==> config.mk <==
export PLATFORM = sky130hd
export DESIGN_NAME = dsp_post_adder_acc
export DESIGN_NICKNAME = d
export VERILOG_FILES = /design/src/rtl/dsp_pkg.sv /design/src/rtl/dsp_post_adder_acc_chk.sv /design/src/rtl/dsp_sync_reg.sv /design/src/rtl/dsp_post_adder_acc.sv
export SDC_FILE = /design/constraint.sdc
export NUM_CORES = 1
export LEC_CHECK = 0
export CAP_MARGIN = 15
export CORE_UTILIZATION = 37
export DETAILED_ROUTE_END_ITERATION = 10
export PLACE_DENSITY = 0.61
export SYNTH_ARGS = -nofsm -noshare
export SYNTH_HDL_FRONTEND = slang
export SYNTH_SLANG_ARGS = --single-unit
export TNS_END_PERCENT = 50
==> constraint.sdc <==
create_clock -name clk -period 6.7 [get_ports clk]
set_input_delay 1.34 -clock clk [delete_from_list [all_inputs] [get_ports clk]]
set_output_delay 1.34 -clock clk [all_outputs]
set_load 0.1 [all_outputs]
==> src/rtl/dsp_pkg.sv <==
// -----------------------------------------------------------------------------
// dsp_pkg
// Shared constants for the DSP48A1 post-adder/accumulator slice model:
// datapath widths, OPMODE field encodings and bit positions, and the
// CARRYINSEL selector values.
// -----------------------------------------------------------------------------
package dsp_pkg;

  // Datapath widths
  localparam int P_W = 48;        // P / C / PCIN / DAB width
  localparam int M_W = 36;        // multiplier product width
  localparam int R_W = P_W + 1;   // post-adder result incl. carry/borrow bit

  // X mux select codes (opmode[1:0])
  localparam logic [1:0] X_ZERO = 2'd0;
  localparam logic [1:0] X_M    = 2'd1;
  localparam logic [1:0] X_P    = 2'd2;
  localparam logic [1:0] X_DAB  = 2'd3;

  // Z mux select codes (opmode[3:2])
  localparam logic [1:0] Z_ZERO = 2'd0;
  localparam logic [1:0] Z_PCIN = 2'd1;
  localparam logic [1:0] Z_P    = 2'd2;
  localparam logic [1:0] Z_C    = 2'd3;

  // OPMODE bit positions
  localparam int OPM_CIN = 5;
  localparam int OPM_SUB = 7;

  // CARRYINSEL selector values (7-character strings, 56 bits)
  localparam logic [55:0] CIS_OPMODE5 = "OPMODE5";
  localparam logic [55:0] CIS_CARRYIN = "CARRYIN";

endpackage

==> src/rtl/dsp_post_adder_acc_chk.sv <==
// -----------------------------------------------------------------------------
// dsp_post_adder_acc_chk
// Simulation checks for the post-adder stage. Flags use of the P feedback
// selects when the P register is disabled (those selects read as zero in
// that configuration) and an unknown effective opmode.
// Ports:
//   clk       in  clock
//   rst       in  synchronous reset (checks disabled while asserted)
//   opmode_q  in  8  effective opmode seen by the muxes
// -----------------------------------------------------------------------------
module dsp_post_adder_acc_chk
  import dsp_pkg::*;
#(
  parameter int PREG = 1
) (
  input logic       clk,
  input logic       rst,
  input logic [7:0] opmode_q
);

  a_no_p_feedback_without_preg: assert property (
    @(posedge clk) disable iff (rst)
      (PREG != 0) || ((opmode_q[1:0] != X_P) && (opmode_q[3:2] != Z_P))
  );

  a_opmode_known: assert property (
    @(posedge clk) disable iff (rst)
      !$isunknown(opmode_q)
  );

endmodule

==> src/rtl/dsp_sync_reg.sv <==
// -----------------------------------------------------------------------------
// dsp_sync_reg
// Generic pipeline register with clock enable and synchronous active-high
// reset. With BYPASS=1 the output follows d directly (register unused).
// Ports:
//   clk  in  clock
//   rst  in  synchronous reset, overrides ce
//   ce   in  clock enable
//   d    in  WIDTH data in
//   q    out WIDTH data out (registered, or d when bypassed)
// -----------------------------------------------------------------------------
module dsp_sync_reg #(
  parameter int WIDTH  = 1,
  parameter bit BYPASS = 1'b0
) (
  input  logic             clk,
  input  logic             rst,
  input  logic             ce,
  input  logic [WIDTH-1:0] d,
  output logic [WIDTH-1:0] q
);

  logic [WIDTH-1:0] q_q;

  // Storage register: reset wins over enable
  always_ff @(posedge clk) begin
    if (rst) begin
      q_q <= {WIDTH{1'b0}};
    end else if (ce) begin
      q_q <= d;
    end else begin
      q_q <= q_q;
    end
  end

  // Output select: registered value or pass-through
  always_comb begin
    if (BYPASS) begin
      q = d;
    end else begin
      q = q_q;
    end
  end

endmodule

==> src/rtl/dsp_post_adder_acc.sv <==
// -----------------------------------------------------------------------------
// dsp_post_adder_acc
// Post-adder/subtracter and accumulator stage of the DSP48A1 slice model.
// X and Z operands are chosen by opmode, combined with carry-in as a 49-bit
// unsigned add or subtract, and held in the P register (bit 48 = carryout).
// Ports:
//   clk        in   clock
//   rst        in   synchronous active-high reset of all registers
//   cep        in   enable for P/carryout register
//   ceopmode   in   enable for opmode register
//   cecarryin  in   enable for carry-in (CYI) register
//   m          in   36  multiplier product
//   dab        in   48  {D[11:0],A[17:0],B[17:0]}
//   c          in   48  C operand
//   pcin       in   48  cascade input
//   opmode     in   8   [1:0] X sel, [3:2] Z sel, [5] cin, [7] subtract
//   carryin    in   external carry-in (CARRYINSEL="CARRYIN")
//   p          out  48  result
//   pcout      out  48  cascade output, identical to p
//   carryout   out  carry (add) / borrow (subtract) from bit 48
// -----------------------------------------------------------------------------
module dsp_post_adder_acc
  import dsp_pkg::*;
#(
  parameter int          PREG       = 1,
  parameter int          OPMODEREG  = 1,
  parameter int          CARRYINREG = 1,
  parameter logic [55:0] CARRYINSEL = CIS_OPMODE5
) (
  input  logic            clk,
  input  logic            rst,
  input  logic            cep,
  input  logic            ceopmode,
  input  logic            cecarryin,
  input  logic [M_W-1:0]  m,
  input  logic [P_W-1:0]  dab,
  input  logic [P_W-1:0]  c,
  input  logic [P_W-1:0]  pcin,
  input  logic [7:0]      opmode,
  input  logic            carryin,
  output logic [P_W-1:0]  p,
  output logic [P_W-1:0]  pcout,
  output logic            carryout
);

  logic [7:0]     opmode_q;
  logic           cin_raw_s;
  logic           cyi_q;
  logic [P_W-1:0] p_fb_s;
  logic [P_W-1:0] x_s;
  logic [P_W-1:0] z_s;
  logic [R_W-1:0] pr_d;
  logic [R_W-1:0] pr_q;

  // Opmode register (or pass-through when OPMODEREG=0)
  dsp_sync_reg #(
    .WIDTH  (8),
    .BYPASS (OPMODEREG == 0)
  ) u_opmode_reg (
    .clk (clk),
    .rst (rst),
    .ce  (ceopmode),
    .d   (opmode),
    .q   (opmode_q)
  );

  // Carry-in source comes from the raw inputs so it lines up with the opmode register
  always_comb begin
    if (CARRYINSEL == CIS_CARRYIN) begin
      cin_raw_s = carryin;
    end else begin
      cin_raw_s = opmode[OPM_CIN];
    end
  end

  // CYI register (or pass-through when CARRYINREG=0)
  dsp_sync_reg #(
    .WIDTH  (1),
    .BYPASS (CARRYINREG == 0)
  ) u_cyi_reg (
    .clk (clk),
    .rst (rst),
    .ce  (cecarryin),
    .d   (cin_raw_s),
    .q   (cyi_q)
  );

  // P feedback reads as zero without a P register to break the combinational loop
  always_comb begin
    if (PREG != 0) begin
      p_fb_s = pr_q[P_W-1:0];
    end else begin
      p_fb_s = {P_W{1'b0}};
    end
  end

  // X operand mux; the product is zero-extended
  always_comb begin
    x_s = {P_W{1'b0}};
    case (opmode_q[1:0])
      X_ZERO:  x_s = {P_W{1'b0}};
      X_M:     x_s = {12'd0, m};
      X_P:     x_s = p_fb_s;
      X_DAB:   x_s = dab;
      default: x_s = {P_W{1'b0}};
    endcase
  end

  // Z operand mux
  always_comb begin
    z_s = {P_W{1'b0}};
    case (opmode_q[3:2])
      Z_ZERO:  z_s = {P_W{1'b0}};
      Z_PCIN:  z_s = pcin;
      Z_P:     z_s = p_fb_s;
      Z_C:     z_s = c;
      default: z_s = {P_W{1'b0}};
    endcase
  end

  // 49-bit post-adder: carry-in joins X, so subtract takes Z - (X + cin) and bit 48 is the borrow
  always_comb begin
    pr_d = {R_W{1'b0}};
    if (opmode_q[OPM_SUB]) begin
      pr_d = {1'b0, z_s} - ({1'b0, x_s} + {{P_W{1'b0}}, cyi_q});
    end else begin
      pr_d = {1'b0, z_s} + {1'b0, x_s} + {{P_W{1'b0}}, cyi_q};
    end
  end

  // P register holding {carryout, P}
  dsp_sync_reg #(
    .WIDTH  (R_W),
    .BYPASS (PREG == 0)
  ) u_p_reg (
    .clk (clk),
    .rst (rst),
    .ce  (cep),
    .d   (pr_d),
    .q   (pr_q)
  );

  assign p        = pr_q[P_W-1:0];
  assign pcout    = pr_q[P_W-1:0];
  assign carryout = pr_q[P_W];

  dsp_post_adder_acc_chk #(
    .PREG (PREG)
  ) u_chk (
    .clk      (clk),
    .rst      (rst),
    .opmode_q (opmode_q)
  );

endmodule

Yosys cells after proc, flatten, opt, wreduce, memory -nomap -nowiden
Cells that the tools add are included.
{"block": "totals", "register_bits": 58}
{"block": "op_classes", "eq_ne": 6, "muxes": 3, "reduce_logical": 2, "addsub": 4}
{"op": "$pmux W48 S4", "count": 2}
{"op": "$add A48 B1 Y49", "count": 1}
{"op": "$add A48 B48 Y49", "count": 1}
{"op": "$add A49 B1 Y49", "count": 1}
{"op": "$mux W49", "count": 1}
{"op": "$sub A48 B49 Y49", "count": 1}
{"op": "$eq A2 B2 Y1 const B", "count": 4}
{"op": "$eq A2 B1 Y1 const B", "count": 2}
{"op": "$logic_not A2 Y1", "count": 2}

Logic depth before layout (Yosys ltp)
{"block": "logic_depth", "depth_word": 5, "mapped_depth": 20}

By module
Synthesis repeated with hierarchy kept, for this count alone.
{"block": "unflattened", "hier_cells": 1487, "area_unflattened_um2": 11249.5}
{"module": "dsp_post_adder_acc", "instances": 1, "area_per_inst_um2": 9186.3, "seq_area_each_um2": 0.0, "cells_per_inst": 1300}
{"module": "dsp_sync_reg (u_p_reg)", "instances": 1, "area_per_inst_um2": 1744.2, "seq_area_each_um2": 980.9, "cells_per_inst": 158}
{"module": "dsp_sync_reg (u_opmode_reg)", "instances": 1, "area_per_inst_um2": 285.3, "seq_area_each_um2": 160.2, "cells_per_inst": 26}
{"module": "dsp_sync_reg (u_cyi_reg)", "instances": 1, "area_per_inst_um2": 33.8, "seq_area_each_um2": 20.0, "cells_per_inst": 3}

Worst setup path after synthesis
OpenSTA, ideal clock, no wires.
{"block": "synth_path", "kind": "in2reg", "startpoint": "input dab[24]", "endpoint": "register u_p_reg.q_q[46], in the netlist u_p_reg.q[46]", "arrival_time_ns": 4.668, "setup_slack_ns": 1.901, "stages": 17, "setup_ns": 0.131, "path_cell_list": "mux2_2 -> a22o_1 -> ha_1 -> clkbuf_1 -> inv_1 -> ha_1 -> clkbuf_1 -> a211oi_1 -> nand3_1 -> a21oi_1 -> nor3_1 -> nor4b_1 -> o21ai_0 -> a221oi_1 -> nor3_1 -> o21bai_1 -> o31ai_1"}
{"block": "synth_via", "elab_chain_cells": 4, "elab_cells_between_ends": 6, "classes_between": "add/sub (4); mux (2)"}
{"item": "from (decl)", "line_no": "dsp_post_adder_acc.sv:36", "rtl": "input logic [P_W-1:0] dab,"}
{"item": "$pmux W48 S4 *", "line_no": "dsp_post_adder_acc.sv:100", "rtl": "case (opmode_q[1:0])"}
{"item": "$add A48 B48 Y49 / $add A48 B1 Y49 (equally long branches)", "line_no": "dsp_post_adder_acc.sv:127, dsp_post_adder_acc.sv:125"}
{"item": "$add A49 B1 Y49 / $sub A48 B49 Y49 (equally long branches)", "line_no": "dsp_post_adder_acc.sv:127, dsp_post_adder_acc.sv:125"}
{"item": "$mux W49 *", "line_no": "dsp_post_adder_acc.sv:124", "rtl": "if (opmode_q[OPM_SUB]) begin"}
{"item": "to (signal assigned)", "line_no": "dsp_sync_reg.sv:28", "rtl": "q_q <= {WIDTH{1'b0}};"}
{"item": "to (signal assigned)", "line_no": "dsp_sync_reg.sv:32", "rtl": "q_q <= q_q;"}
{"item": "to (decl)", "line_no": "dsp_sync_reg.sv:23", "rtl": "logic [WIDTH-1:0] q_q;"}
Every way passes the cells marked *; elsewhere a longest branch is shown, timed or not.
A chain may end at the register's enable or synchronous reset.

Worst setup path in the final report
{"block": "layout_path", "startpoint": "input c[0]", "endpoint": "register u_p_reg.q_q[40], in the netlist u_p_reg.q[40]"}
{"block": "layout_via", "elab_chain_cells": 4, "elab_cells_between_ends": 5, "classes_between": "add/sub (3); mux (2)"}
{"item": "from (decl)", "line_no": "dsp_post_adder_acc.sv:37", "rtl": "input logic [P_W-1:0] c,"}
{"item": "$pmux W48 S4 *", "line_no": "dsp_post_adder_acc.sv:112", "rtl": "case (opmode_q[3:2])"}
{"item": "$add A48 B48 Y49", "line_no": "dsp_post_adder_acc.sv:127", "rtl": "pr_d = {1'b0, z_s} + {1'b0, x_s} + {{P_W{1'b0}}, cyi_q};"}
{"item": "$add A49 B1 Y49", "line_no": "dsp_post_adder_acc.sv:127"}
{"item": "$mux W49 *", "line_no": "dsp_post_adder_acc.sv:124"}
Marked as above.

==> summary.md <==
| Metric | Value |
|---|---|
| Global route overflow | 0 |
| Outcome | finished, final reports clean |
| Synth unique cells | 83 |
| Die width | 175 um |
| Post-CTS setup repair buffer count | 0 |
| Worst-path clk slew | 90 ps |
| Hold EP | u_p_reg.q[48] |
| Placed cell areas | 14000 um^2 |
| Crit Reg-Reg Endpoint | u_p_reg.q[48] |
| Initial Util | 0.376 |
| Hold Crit Depth | 2 |
| Worst endpoint required time | 6940 ps |
| Worst-Skew Late Latency | 320 ps |
| Met2 wire len | 18.1 mm |
| Power per cell area | 179 nW/um^2 |
| Post-route design area | 14100 um^2 |
| DR WL/cell | 19.2 um |
| Max-capacitance violation count | 0 |
| Die Span Y | 175 um |
| Post-Route Setup TNS | 0 ps |
| Post-synth EDFFs | 0 |
| CP Class | primary input to register |
| WP data arrival | 5820 ps |
| Area growth from synthesis to layout | 27.0% |
| Hold slack | 510 ps |
| Utilization after layout | 0.477 |
| Worst min path class | register to register |
| DR vias | 11.6k |
| FMAX | 179 MHz |
| Worst-case reg-to-reg path depth | 16 |
| Reg-to-Reg Start | u_opmode_reg.q[1] |
| WL final | 39.8 mm |
| CTS tree | built |
| Floorplan Core Area | 29600 um^2 |
| Post-route ant nets | 0 |
| Post-Syn Area per Cell | 7.45 um^2 |
| Nets@finish | 2015 |
| Final setup violation count | 0 |
| Share of layout cells above drive strength 1 | 0.0864 |
| DR pass1 iterations | 5 |
| Post-synth top area share | 0.157 |
| CP endpoint kind | register |
| Io pins | 291 |
| Final Critical Period | 5580 ps |
| Hold_buf cts | 0 |
| Synthesized area | 11100 um^2 |
| Syn Nets | 1829 |
| Register bit total from synthesis | 55 |
| Placed wire-length estimate | 31.5 mm |
| RSZ-0062 raised after global routing | no |
| GRT Overall Usage | 0.251 |
| Seq/Total Area, Yosys | 0.0991 |
| Met1 Routed Length | 18.3 mm |
| Core Rows | 63 |
| Largest cells by area after synthesis | ha_1 16%, dfxtp_1 9.9%, mux2_2 8.4%, a21oi_1 5.5%, a22o_1 4.7% |
| Drt via density | 5.63 |
| PostCTS Resize Cnt | 0 |
| Initial antenna violation count | 0 |
| R2r setup slk | 1640 ps |
| Period utilization | 0.833 |
| Worst VDD drop | 109 uV |
| Global-route wire length before repair | 61.1 mm |
| Yosys top cell by area | ha_1 |
| Worst Clk Skew | 6.69 ps |
| # H-tree levels | 2 |
| Die area | 30700 um^2 |
| Largest net degree at the start of global routing | 54 |
| Hold_sp | u_p_reg.q[48] |
| Gpl congestion | 0.942 |
| Vias in the first global route | 10.9k |
| Mapped Cells | 1492 |
| Worst slew pin tran | 1010 ps |
| CTS root buf | clkbuf_16 |
| Residual DRC count | 0 |
| Crit start category | primary input |
| Clk sinks | 55 |
| Top sig layer | met4 |
| P_leak | 0.00597 uW |
| Critical path fanouts, max | 3 |
| Pins Over Slew Limit | 0 |
| I/O Buffers | 287 |
| Cts bufs inserted | 5 |
| Final Hold Fails | 0 |
| N_diodes | 0 |
| DRT iter0 DRCs | 795 |
| Async set or reset register ratio after synthesis | 0 |
| Routed met3 length | 2.66 mm |
| Slew headroom | 0.327 |
| Yosys warning total | 0 |
| Fill cells | 3033 |
| Top_reg_cell synth | dfxtp_1 |
| Maximum buffer depth of the clock tree | 2 |
## critical path: stages
cell	delay [ps]
clkdlybuf4s50_1	400
mux2_2	290
a22oi_1	290
fa_1	300
fa_1	210
nor2b_1	70
o31ai_1	410
a22oi_1	130
buf_4	180
a211oi_1	440
a21oi_1	260
a21boi_0	430
o21ai_0	260
a221o_1	430
xnor2_1	150
a211oi_1	210
## state kept, by name, summed over array words and instances, names as in the netlist
name,cells
u_opmode_reg.q,5
u_p_reg.q,49
u_cyi_reg.q,1
## logic make-up after synthesis
logic type,count (synthesis),share of synthesized area
XOR/XNOR,81,0.0639
buffers and inverters,267,0.107
adder cells (fa/ha/maj),143,0.164
flip-flops,55,0.0991
AO/OA/AOI/OAI,488,0.311
multiplexers,109,0.108
AND/OR/NAND/NOR,349,0.147
## cells in the mapped netlist (6+ instances only)
| master | number |
|---|---|
| a211o_1 | 6 |
| a211oi_1 | 32 |
| a21o_1 | 33 |
| a21oi_1 | 123 |
| a221oi_1 | 6 |
| a22o_1 | 60 |
| a22oi_1 | 26 |
| a31oi_1 | 16 |
| and3_1 | 12 |
| buf_1 | 10 |
| buf_4 | 48 |
| clkbuf_1 | 65 |
| dfxtp_1 | 55 |
| ha_1 | 139 |
| inv_1 | 139 |
| mux2_2 | 83 |
| mux2i_1 | 25 |
| nand2_1 | 89 |
| nand2b_1 | 9 |
| nand3_1 | 23 |
| nand4_1 | 10 |
| nor2_1 | 123 |
| nor2b_1 | 34 |
| nor3_1 | 21 |
| o211ai_1 | 11 |
| o21a_1 | 10 |
| o21ai_0 | 66 |
| o21bai_1 | 21 |
| o31ai_1 | 13 |
| xnor2_1 | 56 |
| xor2_1 | 25 |
## worst max-delay path by stage
| stage | start | endpoint | slack (ps) | cells after the start |
|---|---|---|---|---|
| 2_1_floorplan | dab[24] | u_p_reg.q[46] | 1900 | 17 |
| 3_3_place_gp | c[0] | u_p_reg.q[40] | 970 | 16 |
| 3_5_place_dp | c[0] | u_p_reg.q[40] | 930 | 16 |
| 4_1_cts | c[0] | u_p_reg.q[40] | 1250 | 16 |
| 5_1_grt | c[0] | u_p_reg.q[40] | 950 | 16 |
| 6_report | c[0] | u_p_reg.q[40] | 1120 | 16 |
## metal layers
metal,track usage,up-vias
li1,-,5707
met1,0.345,5487
met2,0.414,408
met3,0.0299,39
met4,0.0630,0
met5,0,-
## area by class of cell
class / instances / area [um^2] / area share
clock buffer: 5 / 125 / 0.00887
clock inverter: 3 / 25.0 / 0.00177
inverter: 141 / 529 / 0.0375
multi-input combinational: 1170 / 8830 / 0.626
sequential: 55 / 1110 / 0.0785
tap: 390 / 488 / 0.0346
timing repair buffer: 305 / 3000 / 0.213
## cells in the final DEF, fill, tap and decap left out, types with 26 or more instances in the layout
cell / Yosys / final
a211oi_1: 32 / 32
nor2_1: 123 / 123
nand2_1: 89 / 89
clkdlybuf4s50_1: 0 / 285
a21oi_1: 123 / 123
inv_1: 139 / 139
a22oi_1: 26 / 26
o21ai_0: 66 / 66
nor2b_1: 34 / 32
dfxtp_1: 55 / 50
ha_1: 139 / 139
mux2_2: 83 / 83
xnor2_1: 56 / 56
a22o_1: 60 / 60
a21o_1: 33 / 33
## where the power goes
part	internal [uW]	switching, uW
logic	671	1140
clock network	143	167
registers	355	47.4
total	1170	1350
## per-stage QoR
step	instances	setup WS, ps	total power [uW]
finish	2069	1120	2520
global route	2069	949	2680
CTS	2069	1250	2520
detailed placement	2061	930	2200
global placement	2061	972	2190
floorplan	1492	1900	1750
Note: power is estimated with default switching activity, not from simulation.
